## config.mk

```make
export PLATFORM = sky130hd
export DESIGN_NAME = dram_wr_arbiter
export DESIGN_NICKNAME = d
export VERILOG_FILES = /design/src/rtl/dram_wr_arbiter.sv
export SDC_FILE = /design/constraint.sdc
export NUM_CORES = 1
export LEC_CHECK = 0
export ABC_AREA = 1
export BUFFER_PORTS_ARGS = -buffer_cell sky130_fd_sc_hd__buf_2
export CAP_MARGIN = 25
export CELL_PAD_IN_SITES_DETAIL_PLACEMENT = 1
export CELL_PAD_IN_SITES_GLOBAL_PLACEMENT = 1
export CORE_MARGIN = 3
export CORE_UTILIZATION = 23
export DETAILED_ROUTE_END_ITERATION = 12
export HOLD_SLACK_MARGIN = 0.12
export PLACE_DENSITY = 0.85
export REMOVE_ABC_BUFFERS = 1
export SYNTH_ARGS = -nofsm -noshare
export SYNTH_HDL_FRONTEND = slang
export SYNTH_SLANG_ARGS = --single-unit
```

## constraint.sdc

```tcl
create_clock -name clk -period 1.35 [get_ports clk]
set_clock_uncertainty 0.05 [all_clocks]
set_input_delay 0 -clock clk [delete_from_list [all_inputs] [get_ports clk]]
set_output_delay 0 -clock clk [all_outputs]
set_load 0.03 [all_outputs]
```

## src/rtl/dram_wr_arbiter.sv

```systemverilog
// Round-robin burst write arbiter (A/B) plus read sequencer in front of a 2048x16 dual-port RAM.
// Latency: req in IDLE at t -> ack t+1 -> RAM write t+2; read data one cycle after rd_req.
// Backpressure: x_ack follows x_req only while x holds the grant; reads never stall. Option: DRAM_ARB_BYPASS_EN.
module dram_wr_arbiter #(
  parameter int ADDR_W    = 11,
  parameter int DATA_W    = 16,
  parameter int MAX_BURST = 16
) (
  input  logic              clk,
  input  logic              rst,
  input  logic              a_req,
  input  logic              a_last,
  input  logic [ADDR_W-1:0] a_addr,
  input  logic [DATA_W-1:0] a_data,
  output logic              a_ack,
  input  logic              b_req,
  input  logic              b_last,
  input  logic [ADDR_W-1:0] b_addr,
  input  logic [DATA_W-1:0] b_data,
  output logic              b_ack,
  input  logic              rd_req,
  input  logic [ADDR_W-1:0] rd_addr,
  output logic              rd_vld,
  output logic [DATA_W-1:0] rd_data,
  output logic              ram_wr_en,
  output logic [ADDR_W-1:0] ram_wr_addr,
  output logic [DATA_W-1:0] ram_wr_data,
  output logic [ADDR_W-1:0] ram_rd_addr,
  input  logic [DATA_W-1:0] ram_rd_data
);

  localparam int CNT_W = $clog2(MAX_BURST) + 1;

  typedef enum logic [1:0] {
    IDLE  = 2'd0,
    GNT_A = 2'd1,
    GNT_B = 2'd2
  } state_t;

  state_t           state;
  state_t           state_nxt;
  logic             ptr;        // 0: A wins a tie, 1: B wins a tie
  logic [CNT_W-1:0] burst_cnt;
  logic             xfer;
  logic             xfer_last;
  logic             release_gnt;

  assign xfer        = (a_req & a_ack) | (b_req & b_ack);
  assign xfer_last   = (a_ack & a_last) | (b_ack & b_last);
  // The transfer that brings the count to MAX_BURST closes the grant.
  assign release_gnt = xfer & (xfer_last | (burst_cnt == CNT_W'(MAX_BURST - 1)));

  always_ff @(posedge clk) begin
    if (rst) state <= IDLE;
    else     state <= state_nxt;
  end

  always_comb begin
    state_nxt = state;
    case (state)
      IDLE: begin
        if (a_req && b_req) state_nxt = ptr ? GNT_B : GNT_A;
        else if (a_req)     state_nxt = GNT_A;
        else if (b_req)     state_nxt = GNT_B;
      end
      GNT_A, GNT_B: begin
        if (release_gnt) state_nxt = IDLE;
      end
      default: state_nxt = IDLE;
    endcase
  end

  always_comb begin
    a_ack = 1'b0;
    b_ack = 1'b0;
    case (state)
      GNT_A:   a_ack = a_req;
      GNT_B:   b_ack = b_req;
      default: ;
    endcase
  end

  always_ff @(posedge clk) begin
    if (rst) begin
      ptr       <= 1'b0;
      burst_cnt <= '0;
    end else if (release_gnt) begin
      ptr       <= a_ack;
      burst_cnt <= '0;
    end else if (xfer) begin
      burst_cnt <= burst_cnt + CNT_W'(1);
    end
  end

  always_ff @(posedge clk) begin
    if (rst) begin
      ram_wr_en   <= 1'b0;
      ram_wr_addr <= '0;
      ram_wr_data <= '0;
    end else begin
      ram_wr_en <= xfer;
      if (xfer) begin
        ram_wr_addr <= a_ack ? a_addr : b_addr;
        ram_wr_data <= a_ack ? a_data : b_data;
      end
    end
  end

  assign ram_rd_addr = rd_addr;

  always_ff @(posedge clk) begin
    if (rst) rd_vld <= 1'b0;
    else     rd_vld <= rd_req;
  end

`ifdef DRAM_ARB_BYPASS_EN
  logic              byp_hit;
  logic [DATA_W-1:0] byp_data;

  // Write-first: a read colliding with the pending write returns the new data.
  always_ff @(posedge clk) begin
    if (rst) begin
      byp_hit  <= 1'b0;
      byp_data <= '0;
    end else begin
      byp_hit <= ram_wr_en && (ram_wr_addr == rd_addr);
      if (ram_wr_en && (ram_wr_addr == rd_addr)) byp_data <= ram_wr_data;
    end
  end

  assign rd_data = byp_hit ? byp_data : ram_rd_data;
`else
  assign rd_data = ram_rd_data;
`endif

endmodule

```

==> results of run 1 <==
==> synth_stat cells (5+ instances only) <==
cell      n
a21oi_1  10
buf_2     7
inv_1     8
ha_1      5
nand2_1  61
a31oi_1  21
dfxtp_1  37
buf_4    27
nand3_1   8
nor2_1   11
o21ai_0  27
==> area by class of cell <==
cell class                      instances  area [um^2]  share of cell area
Inverter                               10         61.3              0.0153
Sequential cell                        37          748               0.186
Antenna cell                            2         5.00             0.00125
Tap cell                              102          128              0.0318
Timing Repair Buffer                  212         1830               0.456
Multi-Input combinational cell        157         1150               0.288
Clock buffer                            7         86.3              0.0215
==> worst min-delay path, cell delays in order <==
cell,delay [ns]
buf_2,0.14
a21boi_0,0.12
nand2_1,0.08
nand3_2,0.08
nand2_1,0.06
nor2_1,0.04
==> power groups by stage <==
| stage | Clock, W | Sequential, W | Combinational [W] |
|---|---|---|---|
| 6_report | 0.000795 | 0.00162 | 0.00339 |
| 5_1_grt | 0.000866 | 0.00166 | 0.00359 |
| 4_1_cts | 0.000825 | 0.00160 | 0.00299 |
| 3_5_place_dp | 0 | 0.00157 | 0.00200 |
| 3_3_place_gp | 0 | 0.00157 | 0.00195 |
| 2_1_floorplan | 0 | 0.00210 | 0.000651 |
==> per-stage QoR <==
stage	hold WS (ns)	power (W)	util
after CTS	0.153	0.00541	0.478
after global routing	0.249	0.00611	0.514
after floorplan	-0.0500	0.00275	-
final	0.220	0.00580	0.514
after global placement	-0.0498	0.00351	0.295
after detailed placement	-0.0498	0.00357	0.295
==> placed cells by master (no fill, tap or decap), types with 8 or more instances in the layout <==
master	synthesis	final
dfxtp_1	37	33
nor2_1	11	8
nand2_1	61	26
a31oi_1	21	19
nand2_4	0	16
buf_12	0	8
dlygate4sd3_1	0	83
o21ai_2	0	12
o21ai_0	27	8
buf_2	7	89
buf_4	27	13
buf_6	3	10
nand2_2	3	21
==> sequential cells by signal, indices dropped and copies added (netlist names) <==
register and count:
burst_cnt 5, ptr 1, ram_wr_addr 11, ram_wr_data 16
ram_wr_en 1, rd_vld 1, state 2
==> worst max path at each step <==
| stage | end | slack, ns | depth (start not counted) |
|---|---|---|---|
| after global placement | state[0] | -0.18 | 9 |
| final | a_ack | -0.11 | 7 |
| after floorplan | state[0] | -0.62 | 8 |
| after global routing | a_ack | -0.18 | 7 |
| after CTS | a_ack | -0.11 | 7 |
| after detailed placement | state[1] | -0.27 | 9 |
==> cell families (layout without fill, tap and decap cells) <==
kind of cell,Yosys count,after routing,share of synthesized area
AOI/OAI and AO/OA,62,62,0.186
xor gates and xnor gates,1,1,0.00471
adders and majority gates,5,5,0.0336
buffers and inverters,51,229,0.181
DFF,37,37,0.398
other,0,2,0
and+or+nand+nor,89,89,0.197
==> repair_timing <==
action	CTS	global route
pin swaps	22	29
hold endpoints to repair	56	0
cloned	4	1
setup endpoints to repair	38	38
setup buffers	14	6
hold buffers	83	0
gates resized for setup	93	64
==> layer usage <==
metal  up-vias  part of all wire  global-route usage
li1       1153                 -                   -
met1      1223              0.38               0.236
met2        89              0.55               0.404
met3        20             0.049              0.0539
met4         0             0.027              0.0557
met5         -                 0                   0
==> results.cfg, run 1 <==
[worst_setup_path]
worstReg2RegEnd = state[0]
start_kind = flip-flop
cp-end-kind = output port
cp_cell_sequence = inv_2 -> ha_4 -> nand2_4 -> buf_8 -> clkinv_8 -> buf_12 -> buf_8
critical_path.startpoint = state[1]
critical_path.top_delay_family = buffers and inverters
r2r_slack_ns = -0.11
crit_buf_inv = 5
cp_slowest_cell = dfxtp_2
critPathRequiredTime_ns = 1.30
r2r-start = burst_cnt[0]
crit_type = reg -> out
slowest_delay_ns = 0.36
worst-path-max-fanout = 5
arrival_ns = 1.41
crit_top_cell = buf_8
reg2regPathDepth = 9

[layout]
layout.nets = 516
nFillCells = 892
drive_gt1_frac = 0.513
post_layout_nonfiller_instances = 527
syn2layout_area_growth_pct = 116
fin_area_um2 = 4010

[floorplan]
dieArea_um2 = 9210
rows = 32
initial_core_util = 0.238
die_x_um = 96.0
fp.coreArea_um2 = 7810
pin_count = 146
die_h_um = 96.0

[power_and_ir_drop]
p_seq_frac = 0.279
power.leakage_nw = 1.82
clkPwrFrac = 0.137
p_sw_w = 0.00251
vdd_drop_max_mv = 0.543
p_int_w = 0.00329
p_sw_frac = 0.433
p_comb_frac = 0.584
powerDensity_nw_per_um2 = 1450

[synth]
async_flop_share = 0
synth_flop_cell = dfxtp_1
syn_area_per_cell_um2 = 7.60
synth_top_area_cell = dfxtp_1
yosys_warnings = 0
synth-seq-area-share = 0.398
synth.area.top_cells = dfxtp_1 40%, nand2_1 12%, buf_4 11%
syn_inst = 245
ys_ff_latch = 37
yosysUniqueCellTypes = 26
synth_edf_count = 0
synth_top_area_share = 0.398
syn_area_um2 = 1860

[sta]
fmax_mhz = 683
tns_ns = -2.35
worst_pin_slew_ns = 0.389
fin_crit_sh = 1.08
setup_viol = 34
min_period_ns = 1.46
drv_slew = 0
worst_slack_ns = -0.115
grt_setup_unrepaired = yes
maxSlewHeadroom = 0.740
hold_viol_final = 0

[grt]
grt_pass1_wl_um = 14600
grt_overflow_total = 0
grt_pass1_vias = 2684
antenna_found_initial = 2
grt_max_degree = 20
grt_usage = 0.214

[cts]
insertion_delay_ns = 0.28
cts_tree = yes
root_buffer = clkbuf_8
clk_pin_slew_ns = 0.07
clockBufferDepth = 2
cts_max_level = 2
clock_sinks = 37
numCtsBuffers = 5

[place]
dp_slack_ns = -0.268
hpwl_um = 4830
dpl.cell_count = 413
placed_cell_area_um2 = 2300
port_buffers = 91
gp_congestion = 0.683

[run_status]
failed_checks = negative setup slack
status = finished with violations

[routing]
vias = 2485
dr.pass1.iters = 4
avgViaCountPerCell = 4.72
totalWireLength_um = 10200
drc = 0
ant_nets = 0
wl_per_cell_um = 19.4
drt_iter0_markers = 39

[worst_hold_path]
whs_endpoint = state[0]
hold_class = in -> reg
hold_depth = 6
min_from = b_req

[job]
maxCapViolCount = 0
Power figures use the tool's default switching activity.
==> run 2, diff against run 1 <==
==> constraint.sdc (replaced) <==
create_clock -name clk -period 1.35 [get_ports clk]
set_clock_uncertainty 0.05 [all_clocks]
set_input_delay 0.0675 -clock clk [delete_from_list [all_inputs] [get_ports clk]]
set_output_delay 0.0675 -clock clk [all_outputs]
set_load 0.03 [all_outputs]
==> results.cfg, run 2 (synthesis gave the netlist of run 1 again) <==
[cts]
numCtsBuffers = 5
insertion_delay_ns = 0.29
clockBufferDepth = 2
clk_pin_slew_ns = 0.08
cts_tree = yes
root_buffer = clkbuf_8
cts_max_level = 2
clock_sinks = 37

[layout]
syn2layout_area_growth_pct = 102
final_common_cell = buf_2
n_antenna_cell = 0
top_register = ram_wr_data
top_regs = ram_wr_data x16, ram_wr_addr x11, burst_cnt x5
final_cell_mix = 89 x buf_2, 83 x dlygate4sd3_1, 50 x nand2_1
post_layout_nonfiller_instances = 525
layout.nets = 516
nFillCells = 927
drive_gt1_frac = 0.433
largest_reg_flops = 16

[place]
hpwl_um = 4830
port_buffers = 91
gp_congestion = 0.683
dpl.cell_count = 413

[worst_setup_path]
arrival_ns = 1.64
cp-end-kind = flip-flop
worst-path-max-fanout = 5
start_kind = flip-flop
crit_type = reg -> reg
critPathRequiredTime_ns = 1.49

[sta]
worst_slack_ns = -0.154
tns_ns = -2.71
grt_setup_unrepaired = yes
maxSlewHeadroom = 0.681
worst_pin_slew_ns = 0.478
drv_slew = 0
fin_crit_sh = 1.11
min_period_ns = 1.50
fmax_mhz = 665
hold_viol_final = 0
setup_viol = 35

[floorplan]
fp.coreArea_um2 = 7810
rows = 32
die_h_um = 96.0
die_x_um = 96.0
initial_core_util = 0.238
pin_count = 146
dieArea_um2 = 9210

[routing]
wl_per_cell_um = 19.5
totalWireLength_um = 10200
drt_iter0_markers = 58
dr.pass1.iters = 4
avgViaCountPerCell = 4.60
vias = 2413
drc = 0
ant_nets = 0

[power_and_ir_drop]
vdd_drop_max_mv = 0.612
powerDensity_nw_per_um2 = 1460
power.leakage_nw = 1.76

[grt]
antenna_found_initial = 0
grt_usage = 0.212
grt_max_degree = 20
grt_pass1_wl_um = 14600
grt_overflow_total = 0
grt_pass1_vias = 2594

[run_status]
status = finished with violations
failed_checks = negative setup slack

[job]
maxCapViolCount = 0

[worst_hold_path]
hold_class = in -> reg
-- run 2: final cells by class --
cell class	count	area, um^2	area share
Tap cell	102	128	0.0339
Sequential cell	37	748	0.199
Multi-Input combinational cell	157	991	0.263
Inverter	10	52.6	0.0139
Clock buffer	7	86.3	0.0229
Timing Repair Buffer	212	1760	0.468
-- run 2: critical path: stages, from the launching register on --
cell	delay, ns
dfxtp_2	0.35
inv_2	0.05
ha_4	0.16
nand2_4	0.10
buf_8	0.13
buf_4	0.12
clkbuf_16	0.13
nor2_1	0.04
o31ai_1	0.27
-- run 2: worst paths after layout --
kind,from,endpoint,slack (ns),cells past startpoint
min reg2reg,ptr,ptr,0.43,2
max,state[1],ram_wr_addr[9],-0.15,8
min,rst,state[1],0.26,4
max reg2reg,state[1],ram_wr_addr[9],-0.15,8
-- run 2: power breakdown --
group	leakage, nW	switching [W]	total [W]	internal [W]
clock	0.0443	0.000393	0.000799	0.000406
sequential	0.305	0.000199	0.00161	0.00141
combinational	1.41	0.00179	0.00310	0.00132
-- run 2: metrics by stage --
stage	power (W)	setup WS, ns	util	hold slack, ns	instance area, um^2
4_1_cts	0.00508	-0.124	0.448	0.173	3500
5_1_grt	0.00582	-0.218	0.483	0.294	3770
6_report	0.00551	-0.154	0.483	0.256	3770
2_1_floorplan	0.00275	-0.616	-	0.0850	1560
3_3_place_gp	0.00351	-0.180	0.295	0.0852	2300
3_5_place_dp	0.00357	-0.268	0.295	0.0852	2300
-- run 2: repair_timing --
action | 4_1_cts | 5_1_grt
buffers inserted | 9 | 8
resized for setup | 52 | 40
endpoints found under the hold margin | 56 | 0
pin swaps | 11 | 13
hold buffers | 83 | 0
gates cloned | 2 | 3
endpoints found under the setup margin | 38 | 37
-- run 2: layer usage --
layer  GRT usage  wire length (um)  vias up  share of wire
met5           0                 0        -              0
met2       0.396              5510       94           0.54
met1       0.241              4080     1157           0.40
met4      0.0569               171        0          0.017
li1            -                 -     1148              -
met3      0.0461               472       14          0.046
